===== src/rtl/lenet_pkg.sv =====
// Shared constants and types for the LeNet S2->C3 datapath.
// Latency: n/a (package only).
// Backpressure: n/a (package only).
//
// F2_*  : S2 feature-map buffer geometry (14x14, 6 channels, 16b samples).
// C3_*  : C3 kernel size and resulting output grid edge.
package lenet_pkg;

  localparam int F2_W   = 14;
  localparam int F2_CH  = 6;
  localparam int C3_K   = 5;
  localparam int C3_OUT = F2_W - C3_K + 1;
  localparam int F2_DW  = 16;
  localparam int F2_AW  = 10;

  typedef enum logic [1:0] {
    ST_IDLE  = 2'd0,
    ST_RUN   = 2'd1,
    ST_DRAIN = 2'd2
  } rd_state_t;

  // Per-beat markers that travel with the data from address issue to output.
  typedef struct packed {
    logic tap_last;
    logic frame_last;
  } tap_tag_t;

endpackage


===== src/rtl/f2_tap_fifo.sv =====
// Two-entry FIFO holding tap beats (data + tags) between the RAM and the consumer.
// Latency: written entry is visible on dout the cycle after push when empty.
// Backpressure: caller must not push when full unless popping in the same cycle.
//
// Ports: clk, rst (async, active high), push/din, pop, dout (head entry),
//        count (0..2), empty, full.
module f2_tap_fifo #(
  parameter int W = 98
) (
  input  logic         clk,
  input  logic         rst,
  input  logic         push,
  input  logic [W-1:0] din,
  input  logic         pop,
  output logic [W-1:0] dout,
  output logic [1:0]   count,
  output logic         empty,
  output logic         full
);

  logic [W-1:0] mem_q [2];
  logic         wr_ptr_q;
  logic         rd_ptr_q;

  always_ff @(posedge clk or posedge rst) begin
    if (rst) begin
      mem_q[0] <= '0;
      mem_q[1] <= '0;
      wr_ptr_q <= 1'b0;
      rd_ptr_q <= 1'b0;
      count    <= 2'd0;
    end else begin
      // A push while full only happens together with a pop; the slot being
      // overwritten is then the head that leaves on this same edge.
      if (push) begin
        mem_q[wr_ptr_q] <= din;
        wr_ptr_q        <= ~wr_ptr_q;
      end
      if (pop) begin
        rd_ptr_q <= ~rd_ptr_q;
      end
      case ({push, pop})
        2'b10:   count <= count + 2'd1;
        2'b01:   count <= count - 2'd1;
        default: count <= count;
      endcase
    end
  end

  // Head stays put until popped, so outputs are stable under backpressure.
  assign dout  = mem_q[rd_ptr_q];
  assign empty = (count == 2'd0);
  assign full  = (count == 2'd2);

endmodule


===== src/rtl/f2_window_reader.sv =====
// Reads the S2 map and streams 5x5 C3 receptive-field taps, 6 channels per beat.
// Latency: start edge E0 -> f2_raddr valid after E0 -> beat in FIFO at E2 -> tap_valid.
// Backpressure: tap_valid/tap_ready; outputs frozen while stalled, reads throttled.
//
// Ports: clk, rst (async, active high); start/busy/done frame control;
//        f2_raddr + f2_n_rdata (n=1..6) to the synchronous RAM;
//        tap_n_data, tap_valid, tap_ready, tap_last, frame_last to the MAC array.
module f2_window_reader
  import lenet_pkg::*;
#(
  parameter int IMG_W = F2_W,
  parameter int K     = C3_K,
  parameter int DW    = F2_DW,
  parameter int AW    = F2_AW
) (
  input  logic          clk,
  input  logic          rst,
  input  logic          start,
  output logic          busy,
  output logic          done,
  output logic [AW-1:0] f2_raddr,
  input  logic [DW-1:0] f2_1_rdata,
  input  logic [DW-1:0] f2_2_rdata,
  input  logic [DW-1:0] f2_3_rdata,
  input  logic [DW-1:0] f2_4_rdata,
  input  logic [DW-1:0] f2_5_rdata,
  input  logic [DW-1:0] f2_6_rdata,
  output logic [DW-1:0] tap_1_data,
  output logic [DW-1:0] tap_2_data,
  output logic [DW-1:0] tap_3_data,
  output logic [DW-1:0] tap_4_data,
  output logic [DW-1:0] tap_5_data,
  output logic [DW-1:0] tap_6_data,
  output logic          tap_valid,
  input  logic          tap_ready,
  output logic          tap_last,
  output logic          frame_last
);

  localparam int OUT = IMG_W - K + 1;
  localparam int RCW = (OUT > 1) ? $clog2(OUT) : 1;
  localparam int KW  = (K > 1) ? $clog2(K) : 1;
  localparam int FW  = F2_CH * DW + 2;

  localparam logic [RCW-1:0] RC_MAX   = RCW'(OUT - 1);
  localparam logic [KW-1:0]  K_MAX    = KW'(K - 1);
  localparam logic [AW-1:0]  ROW_STEP = AW'(IMG_W);

  rd_state_t state_q, state_d;

  logic [RCW-1:0] r_q, c_q;
  logic [KW-1:0]  kr_q, kc_q;
  logic [AW-1:0]  win_base_q;   // r*IMG_W
  logic [AW-1:0]  tap_base_q;   // (r+kr)*IMG_W

  // Two read stages: address registered (a), then RAM output valid (d).
  logic     inflight_a_q, inflight_d_q;
  tap_tag_t tag_a_q, tag_d_q, issue_tag, head_tag;

  logic          issue, finish, pop, push, room, drain_done;
  logic          win_end, frame_end;
  logic [2:0]    outstanding;
  logic [1:0]    fifo_cnt;
  logic          fifo_empty, fifo_full;
  logic [FW-1:0] fifo_din, fifo_dout;

  assign pop       = tap_valid && tap_ready;
  assign push      = inflight_d_q && (!fifo_full || pop);
  assign win_end   = (kr_q == K_MAX) && (kc_q == K_MAX);
  assign frame_end = win_end && (r_q == RC_MAX) && (c_q == RC_MAX);
  assign issue_tag = '{tap_last: win_end, frame_last: frame_end};

  // The RAM output register is a third storage slot: when the FIFO is full the
  // data stage simply waits, and since no new address is issued meanwhile the
  // RAM keeps re-reading the same word. So up to 3 beats may be outstanding.
  assign outstanding = 3'(fifo_cnt) + 3'(inflight_a_q) + 3'(inflight_d_q);
  assign room        = (outstanding - 3'(pop)) < 3'd3;
  assign drain_done  = !inflight_a_q && !inflight_d_q && (fifo_cnt == {1'b0, pop});

  always_comb begin
    state_d = state_q;
    issue   = 1'b0;
    finish  = 1'b0;
    case (state_q)
      ST_IDLE: begin
        // done is high only in the first IDLE cycle; start is ignored there.
        if (start && !done) begin
          issue   = 1'b1;
          state_d = ST_RUN;
        end
      end
      ST_RUN: begin
        if (room) begin
          issue = 1'b1;
          if (frame_end) state_d = ST_DRAIN;
        end
      end
      ST_DRAIN: begin
        if (drain_done) begin
          finish  = 1'b1;
          state_d = ST_IDLE;
        end
      end
      default: state_d = ST_IDLE;
    endcase
  end

  always_ff @(posedge clk or posedge rst) begin
    if (rst) begin
      state_q <= ST_IDLE;
      done    <= 1'b0;
    end else begin
      state_q <= state_d;
      done    <= finish;
    end
  end

  assign busy = (state_q != ST_IDLE);

  // Scan counters and address: addr = tap_base + c + kc, all incremental.
  always_ff @(posedge clk or posedge rst) begin
    if (rst) begin
      r_q        <= '0;
      c_q        <= '0;
      kr_q       <= '0;
      kc_q       <= '0;
      win_base_q <= '0;
      tap_base_q <= '0;
      f2_raddr   <= '0;
    end else if (issue) begin
      f2_raddr <= tap_base_q + AW'(c_q) + AW'(kc_q);
      if (kc_q != K_MAX) begin
        kc_q <= kc_q + KW'(1);
      end else begin
        kc_q <= '0;
        if (kr_q != K_MAX) begin
          kr_q       <= kr_q + KW'(1);
          tap_base_q <= tap_base_q + ROW_STEP;
        end else begin
          kr_q <= '0;
          if (c_q != RC_MAX) begin
            c_q        <= c_q + RCW'(1);
            tap_base_q <= win_base_q;
          end else begin
            c_q <= '0;
            if (r_q != RC_MAX) begin
              r_q        <= r_q + RCW'(1);
              win_base_q <= win_base_q + ROW_STEP;
              tap_base_q <= win_base_q + ROW_STEP;
            end else begin
              // Frame complete: counters wrap so the next start begins at 0.
              r_q        <= '0;
              win_base_q <= '0;
              tap_base_q <= '0;
            end
          end
        end
      end
    end
  end

  always_ff @(posedge clk or posedge rst) begin
    if (rst) begin
      inflight_a_q <= 1'b0;
      inflight_d_q <= 1'b0;
      tag_a_q      <= '0;
      tag_d_q      <= '0;
    end else begin
      inflight_a_q <= issue;
      if (issue) tag_a_q <= issue_tag;
      // The data stage only holds while the FIFO is full, which also blocks
      // issue, so the address stage is empty whenever it holds.
      if (!inflight_d_q || push) begin
        inflight_d_q <= inflight_a_q;
        tag_d_q      <= tag_a_q;
      end
    end
  end

  assign fifo_din = {f2_6_rdata, f2_5_rdata, f2_4_rdata,
                     f2_3_rdata, f2_2_rdata, f2_1_rdata, tag_d_q};

  f2_tap_fifo #(
    .W(FW)
  ) u_fifo (
    .clk  (clk),
    .rst  (rst),
    .push (push),
    .din  (fifo_din),
    .pop  (pop),
    .dout (fifo_dout),
    .count(fifo_cnt),
    .empty(fifo_empty),
    .full (fifo_full)
  );

  assign {tap_6_data, tap_5_data, tap_4_data,
          tap_3_data, tap_2_data, tap_1_data} = fifo_dout[FW-1:2];
  assign head_tag   = tap_tag_t'(fifo_dout[1:0]);
  assign tap_valid  = !fifo_empty;
  assign tap_last   = tap_valid && head_tag.tap_last;
  assign frame_last = tap_valid && head_tag.frame_last;

endmodule


===== config.mk =====
export PLATFORM = sky130hd
export DESIGN_NAME = f2_window_reader
export DESIGN_NICKNAME = d
export VERILOG_FILES = /design/src/rtl/lenet_pkg.sv /design/src/rtl/f2_tap_fifo.sv /design/src/rtl/f2_window_reader.sv
export SDC_FILE = /design/constraint.sdc
export NUM_CORES = 1
export LEC_CHECK = 0
export ABC_AREA = 1
export BUFFER_PORTS_ARGS = -buffer_cell sky130_fd_sc_hd__clkbuf_2
export CAP_MARGIN = 10
export CORE_MARGIN = 4
export CORE_UTILIZATION = 55
export DETAILED_ROUTE_END_ITERATION = 8
export PLACE_DENSITY_LB_ADDON = 0.25
export SYNTH_ARGS = -nofsm -noshare
export SYNTH_HDL_FRONTEND = slang
export SYNTH_HIERARCHICAL = 1
export SYNTH_SLANG_ARGS = --single-unit

===== constraint.sdc =====
create_clock -name clk -period 17.2 [get_ports clk]
set_input_delay 2.58 -clock clk [delete_from_list [all_inputs] [get_ports clk]]
set_output_delay 2.58 -clock clk [all_outputs]
set_load 0.005 [all_outputs]

## After elaboration in Yosys (flattened, before gate mapping)

Index checks and enable logic that the tools add are counted.

| storage, ports and cells | value |
|---|---|
| register bits | 253 |
| bits of input ports | 100 |
| output and inout bits | 111 |
| word-level logic and storage cells | 112 |

| operators by class | value |
|---|---|
| bitwise logic cells | 7 |
| reductions and logical operators | 26 |
| add/sub/neg operators | 13 |
| eq/ne operators | 18 |
| multiplexer cells | 24 |
| magnitude comparators | 4 |

Operators by type and width:

| operator | count |
|---|---|
| $mux 98 | 4 |
| $bwmux 196 | 1 |
| $demux 98 s1 | 1 |
| $mux 10 | 3 |
| $add 10x4->10 const B | 2 |
| $logic_and 1x1->1 | 11 |
| $add 10x3->10 | 1 |
| $add 10x4->10 | 1 |
| $add 4x1->4 const B | 2 |
| $eq 4x4->1 const B | 2 |
| $mux 2 | 4 |
| $mux 4 | 2 |
| $ne 2x2->1 const B | 4 |
| $ne 4x4->1 const B | 2 |
| $reduce_and 4->1 | 2 |
| $add 3x1->3 const B | 2 |
| $eq 2x2->1 const B | 3 |
| $eq 3x3->1 const B | 2 |
| $mux 3 | 2 |
| $ne 3x3->1 const B | 2 |
| $pmux 2 s3 | 1 |
| $logic_not 1->1 | 5 |
| $not 1->1 | 5 |
| $eq 2x1->1 const B | 2 |
| other kinds (18) | 26 |

## Longest topological paths before layout

| logic depth | value |
|---|---|
| word-level depth | 8 |
| gate-level depth with buffers | 18 |
| depth with buffers taken out | 18 |

## Hierarchy

Netlist, hierarchy kept.

Modules (own cells, without submodules):

| module | area an instance (um^2) | sequential area each (um^2) | instances | cells an instance |
|---|---|---|---|---|
| f2_tap_fifo | 8,969.9 | 5,004.8 | 1 | 1,070 |
| f2_window_reader | 3,203.1 | 1,326.3 | 1 | 410 |

## Worst setup path before layout

OpenSTA, ideal clock, no wires.

| timing | value |
|---|---|
| kind | input to register |
| start point | input port tap_ready |
| end point | register tap_base_q[6] |
| setup time | 68 ps |
| buffers on the path | 1 |
| arrival | 4,585 ps |
| stages on the path | 14 |
| data required time | 17,132 ps |
| slack | 12,547 ps |
| cell sequence | nand2_1 inv_1 ha_1 fa_1 inv_1 fa_1 nand2_1 nand3_2 nand2_4 nand2_4 buf_6 nor2_4 nand3_2 nand3_1 |

| between the ends | value |
|---|---|
| word-level cells in the longest chain between the ends | 6 |

Ends and longest elaborated chain:

| item | line | RTL |
|---|---|---|
| start, declared | f2_window_reader.sv:35 | `input logic tap_ready,` |
| $logic_and 1x1->1 | f2_window_reader.sv:67 | `assign pop = tap_valid && tap_ready;` |
| named net pop | f2_window_reader.sv:60 | `logic issue, finish, pop, push, room, drain_done;` |
| $sub 3x1->3 | f2_window_reader.sv:77 | `assign room = (outstanding - 3'(pop)) < 3'd3;` |
| $lt 3x2->1 | f2_window_reader.sv:77 |  |
| $mux 1 | f2_window_reader.sv:93 | `if (room) begin` |
| $pmux 1 s2 | f2_window_reader.sv:84 | `case (state_q)` |
| $reduce_and 2->1 (no line) | - |  |
| end signal, assigned | f2_window_reader.sv:138 | `tap_base_q <= tap_base_q + ROW_STEP;` |
| end signal, assigned | f2_window_reader.sv:143 | `tap_base_q <= win_base_q;` |
| end signal, assigned | f2_window_reader.sv:149 | `tap_base_q <= win_base_q + ROW_STEP;` |
| end, declared | f2_window_reader.sv:54 | `logic [AW-1:0] tap_base_q;` |

The timed path passes the listed nets, and every way through them passes these cells.
A chain may end at the register's enable or synchronous reset.

## Worst setup path in the final report

| timing | value |
|---|---|
| start point | register u_fifo.rd_ptr_q |
| end point | output port tap_5_data[11] |

| between the ends | value |
|---|---|
| word-level cells in the longest chain between the ends | 4 |

Ends and longest elaborated chain:

| item | line | RTL |
|---|---|---|
| start, declared | f2_tap_fifo.sv:23 | `logic rd_ptr_q;` |
| start signal, assigned | f2_tap_fifo.sv:40 | `rd_ptr_q <= ~rd_ptr_q;` |
| $not 1->2 (not written as such) | f2_tap_fifo.sv:51 | `assign dout = mem_q[rd_ptr_q];` |
| $mux 98 (not written as such) (3 in a row) | f2_tap_fifo.sv:51 |  |
| end, declared | f2_window_reader.sv:32 | `output logic [DW-1:0] tap_5_data,` |

Every way passes these cells. The select of a mux whose other input is x is not followed.

==> flow_metrics.env <==
export IMPL_status="finished, final reports clean"
export IMPL_grt_overflow_total=0
export IMPL_fmax_ghz=0.180
export IMPL_holdPathEnd="done$_DFF_PP0_"
export IMPL_slowest_stage="buf_4"
export IMPL_tns_ns=0
export IMPL_drc_errors=0
export IMPL_reg2reg_to="u_fifo/mem_q[132]$_DFFE_PP0P_"
export IMPL_rows=54
export IMPL_power_total_mw=2.83
export IMPL_synthesis_nets=1599
export IMPL_setup_worst_path_start_class="flop"
export IMPL_nFillCells=1892
export IMPL_ys_warnings_count=6
export IMPL_power_frac_comb_pct=42.5
export IMPL_hp_class="flop to flop"
export IMPL_critical_path_arrival_ns=2.98
export IMPL_cts_path_max_buffers=3
export IMPL_fin_crit_ns=5.56
export IMPL_powerDensity_nw_per_um2=202
export IMPL_hold_depth=1
export IMPL_fin_worst_skew_ns=0.00985
export IMPL_start_util_pct=55.8
export IMPL_post_cts_buffers=0
export IMPL_die_y_um=157
export IMPL_cp_end_kind="output port"
export IMPL_p_int_mw=1.68
export IMPL_p_seq_share_pct=37.3
export IMPL_via_per_inst=4.98
export IMPL_critPathMaxFanout=129
export IMPL_area_delta_synth_final_pct=15.5
export IMPL_rsz0062_at_grt="no"
export IMPL_grt_util_all_layers_pct=21.5
export IMPL_antenna_found_initial=0
export IMPL_clk_pin_slew_worst_paths_ns=0.06
export IMPL_switchingPower_mw=1.16
export IMPL_final_cell_mix="412 x nand2_1, 261 x inv_1, 252 x dfrtp_1, 224 x o21ai_0, 210 x clkbuf_2"
export IMPL_dieWidth_um=157
export IMPL_max_slew_margin_rel_pct=23.2
export IMPL_drt_iter0_drc=722
export IMPL_crit_type="flop to output port"
export IMPL_numCtsBuffers=28
export IMPL_drt_pass1_iterations=5
export IMPL_drive_gt1_share_pct=19.4
export IMPL_totalWireLength_um=26200
export IMPL_reg2reg_depth=9
export IMPL_synth_avg_cell_area_sq_um=8.22
export IMPL_r2r_slack_ns=13.78
export IMPL_clk_latency_ns=0.53
export IMPL_hp_start="state_q[0]$_DFFE_PP0P_"
export IMPL_fp_dieArea_sq_um=24600
export IMPL_synth_yosys_seq_area_share_pct=52.0
export IMPL_cp_required_ns=14.62
export IMPL_ant_nets=0
export IMPL_regToRegStartpoint="u_fifo/count[0]$_DFFE_PP0P_"
export IMPL_core_sq_um=21800
export IMPL_htree_levels=1
export IMPL_worst_pin_slew_ns=1.15
export IMPL_ir_drop_uv=248
export IMPL_syn_inst=1480
export IMPL_clockRootBuffer="clkbuf_16"
export IMPL_routed_via_count=9702
export IMPL_cts_num_sinks=253
export IMPL_period_share_pct=32.3
export IMPL_syn_area_sq_um=12200
export IMPL_diodes=0
export IMPL_grt_pass1_wl_um=44300
export IMPL_wl_per_cell_um=13.4
export IMPL_cap_violations=0
export IMPL_final_max_slew_viol_count=0
export IMPL_p_leak_nw=7.53
export IMPL_ctsResizeCount=0
export IMPL_first_global_vias=9394
export IMPL_synth_distinct_cells=35
export IMPL_dp_hpwl_um=17400
export IMPL_grt_max_degree=130
export IMPL_io_buffers=210
export IMPL_yosys_register_bits=253
export IMPL_power_frac_clock_pct=20.2
export IMPL_cts_tree="built"
export IMPL_hold_viol_final=0
export IMPL_layout_commonest_cell="nand2_1"
export IMPL_io_pins=211
export IMPL_swShare_pct=40.8
export IMPL_cts_hold_fix_buffers=0
export IMPL_crit_chain="buf_4 -> o21ai_0 -> clkbuf_2"
export IMPL_gp_congestion=0.813
export IMPL_setup_viol_count_final=0
export IMPL_cpPeakStageDelay_ns=0.95
export IMPL_fin_nets=1770
Yosys cell counts (all sizes together):
cell    count  area, sq um
o22ai       1         6.26
o21ai     333         1820
and3        1         6.26
xor2       11         96.3
or2         4         25.0
fa          6          120
nand4       8         50.1
nor3        5         25.0
o211ai      2         15.0
buf        45          359
nand3      39          210
xnor2       3         26.3
a21oi      14         70.1
ha         13          163
nor2       24          103
nand3b      2         15.0
inv       267         1000
o31ai       2         20.0
clkbuf     29          110
dfrtp     253         6330
clkinv      1         5.00
nand2     417         1590
registers in the layout (all words and copies together) (netlist names), 2 cells and up:
| register | count |
|---|---|
| fifo_din | 2 |
| tag_a_q | 2 |
| kc_q | 3 |
| kr_q | 3 |
| state_q | 2 |
| r_q | 4 |
| tap_base_q | 10 |
| u_fifo/count | 2 |
| f2_raddr | 10 |
| c_q | 4 |
| win_base_q | 10 |
| u_fifo/mem_q | 196 |
area by class of cell:
class / count / area (sq um) / share of cell area, %
clock buffers: 40 / 817 / 5.81
clock inverters: 9 / 73.8 / 0.525
repair buffers: 215 / 1090 / 7.75
flip-flops and latches: 253 / 6330 / 45.1
well taps: 280 / 350 / 2.49
multi-input cells: 885 / 4380 / 31.1
inverters: 268 / 1010 / 7.22
worst max-delay path by stage:
| stage | from | end | slack (ns) | depth (start not counted) |
|---|---|---|---|---|
| after floorplan | rst | u_fifo/count[0]$_DFFE_PP0P_ | 9.17 | 1 |
| after global placement | tap_ready | u_fifo/mem_q[189]$_DFFE_PP0P_ | 11.98 | 7 |
| after detailed placement | tap_ready | u_fifo/mem_q[132]$_DFFE_PP0P_ | 11.90 | 8 |
| after CTS | u_fifo/rd_ptr_q$_DFFE_PP0P_ | tap_5_data[11] | 11.62 | 3 |
| after global routing | u_fifo/rd_ptr_q$_DFFE_PP0P_ | tap_5_data[11] | 11.41 | 3 |
| final | u_fifo/rd_ptr_q$_DFFE_PP0P_ | tap_5_data[11] | 11.64 | 3 |
kinds of logic (layout without fill, tap and decap cells):
logic type               count (synthesis)  in the layout  synth area share, %
AND/OR/NAND/NOR                        500            500                 16.6
AO/OA/AOI/OAI                          352            352                 15.9
buffers and inverters                  342            532                 12.1
flip-flops                             253            253                 52.0
adder cells (fa/ha/maj)                 19             19                 2.32
XOR/XNOR                                14             14                 1.01
worst max-delay path: cells and delay by family, from the launching register on:
family                 cells  cell delay (ns)
flip-flops                 1             0.86
AO/OA/AOI/OAI              1             0.35
buffers and inverters      2             1.15
power by group through the flow:
stage	logic, mW	registers [mW]	clock network [mW]
final	1.20	1.06	0.573
after global routing	1.41	1.10	0.614
after floorplan	0.928	1.00	0
after detailed placement	1.22	1.06	0
after CTS	1.22	1.06	0.587
after global placement	1.18	1.05	0
metrics by stage:
stage	instance area, sq um	std cells	hold slack (ns)	utilization [%]	worst slack (ns)
floorplan	12200	1480	0.428	-	9.17
global placement	13200	1901	0.441	60.3	11.98
detailed placement	13200	1901	0.454	60.3	11.90
CTS	14100	1950	0.462	64.4	11.62
global route	14100	1950	0.489	64.4	11.41
finish	14100	1950	0.455	64.4	11.64
metal layers:
layer	track usage [%]	part of all wire, %	up-vias
met1	30.0	44	4481
li1	-	-	4938
met3	3.18	5.8	52
met2	35.4	47	231
met5	0	0	-
met4	5.95	2.6	0
Note: power is estimated with default switching activity, not from simulation.
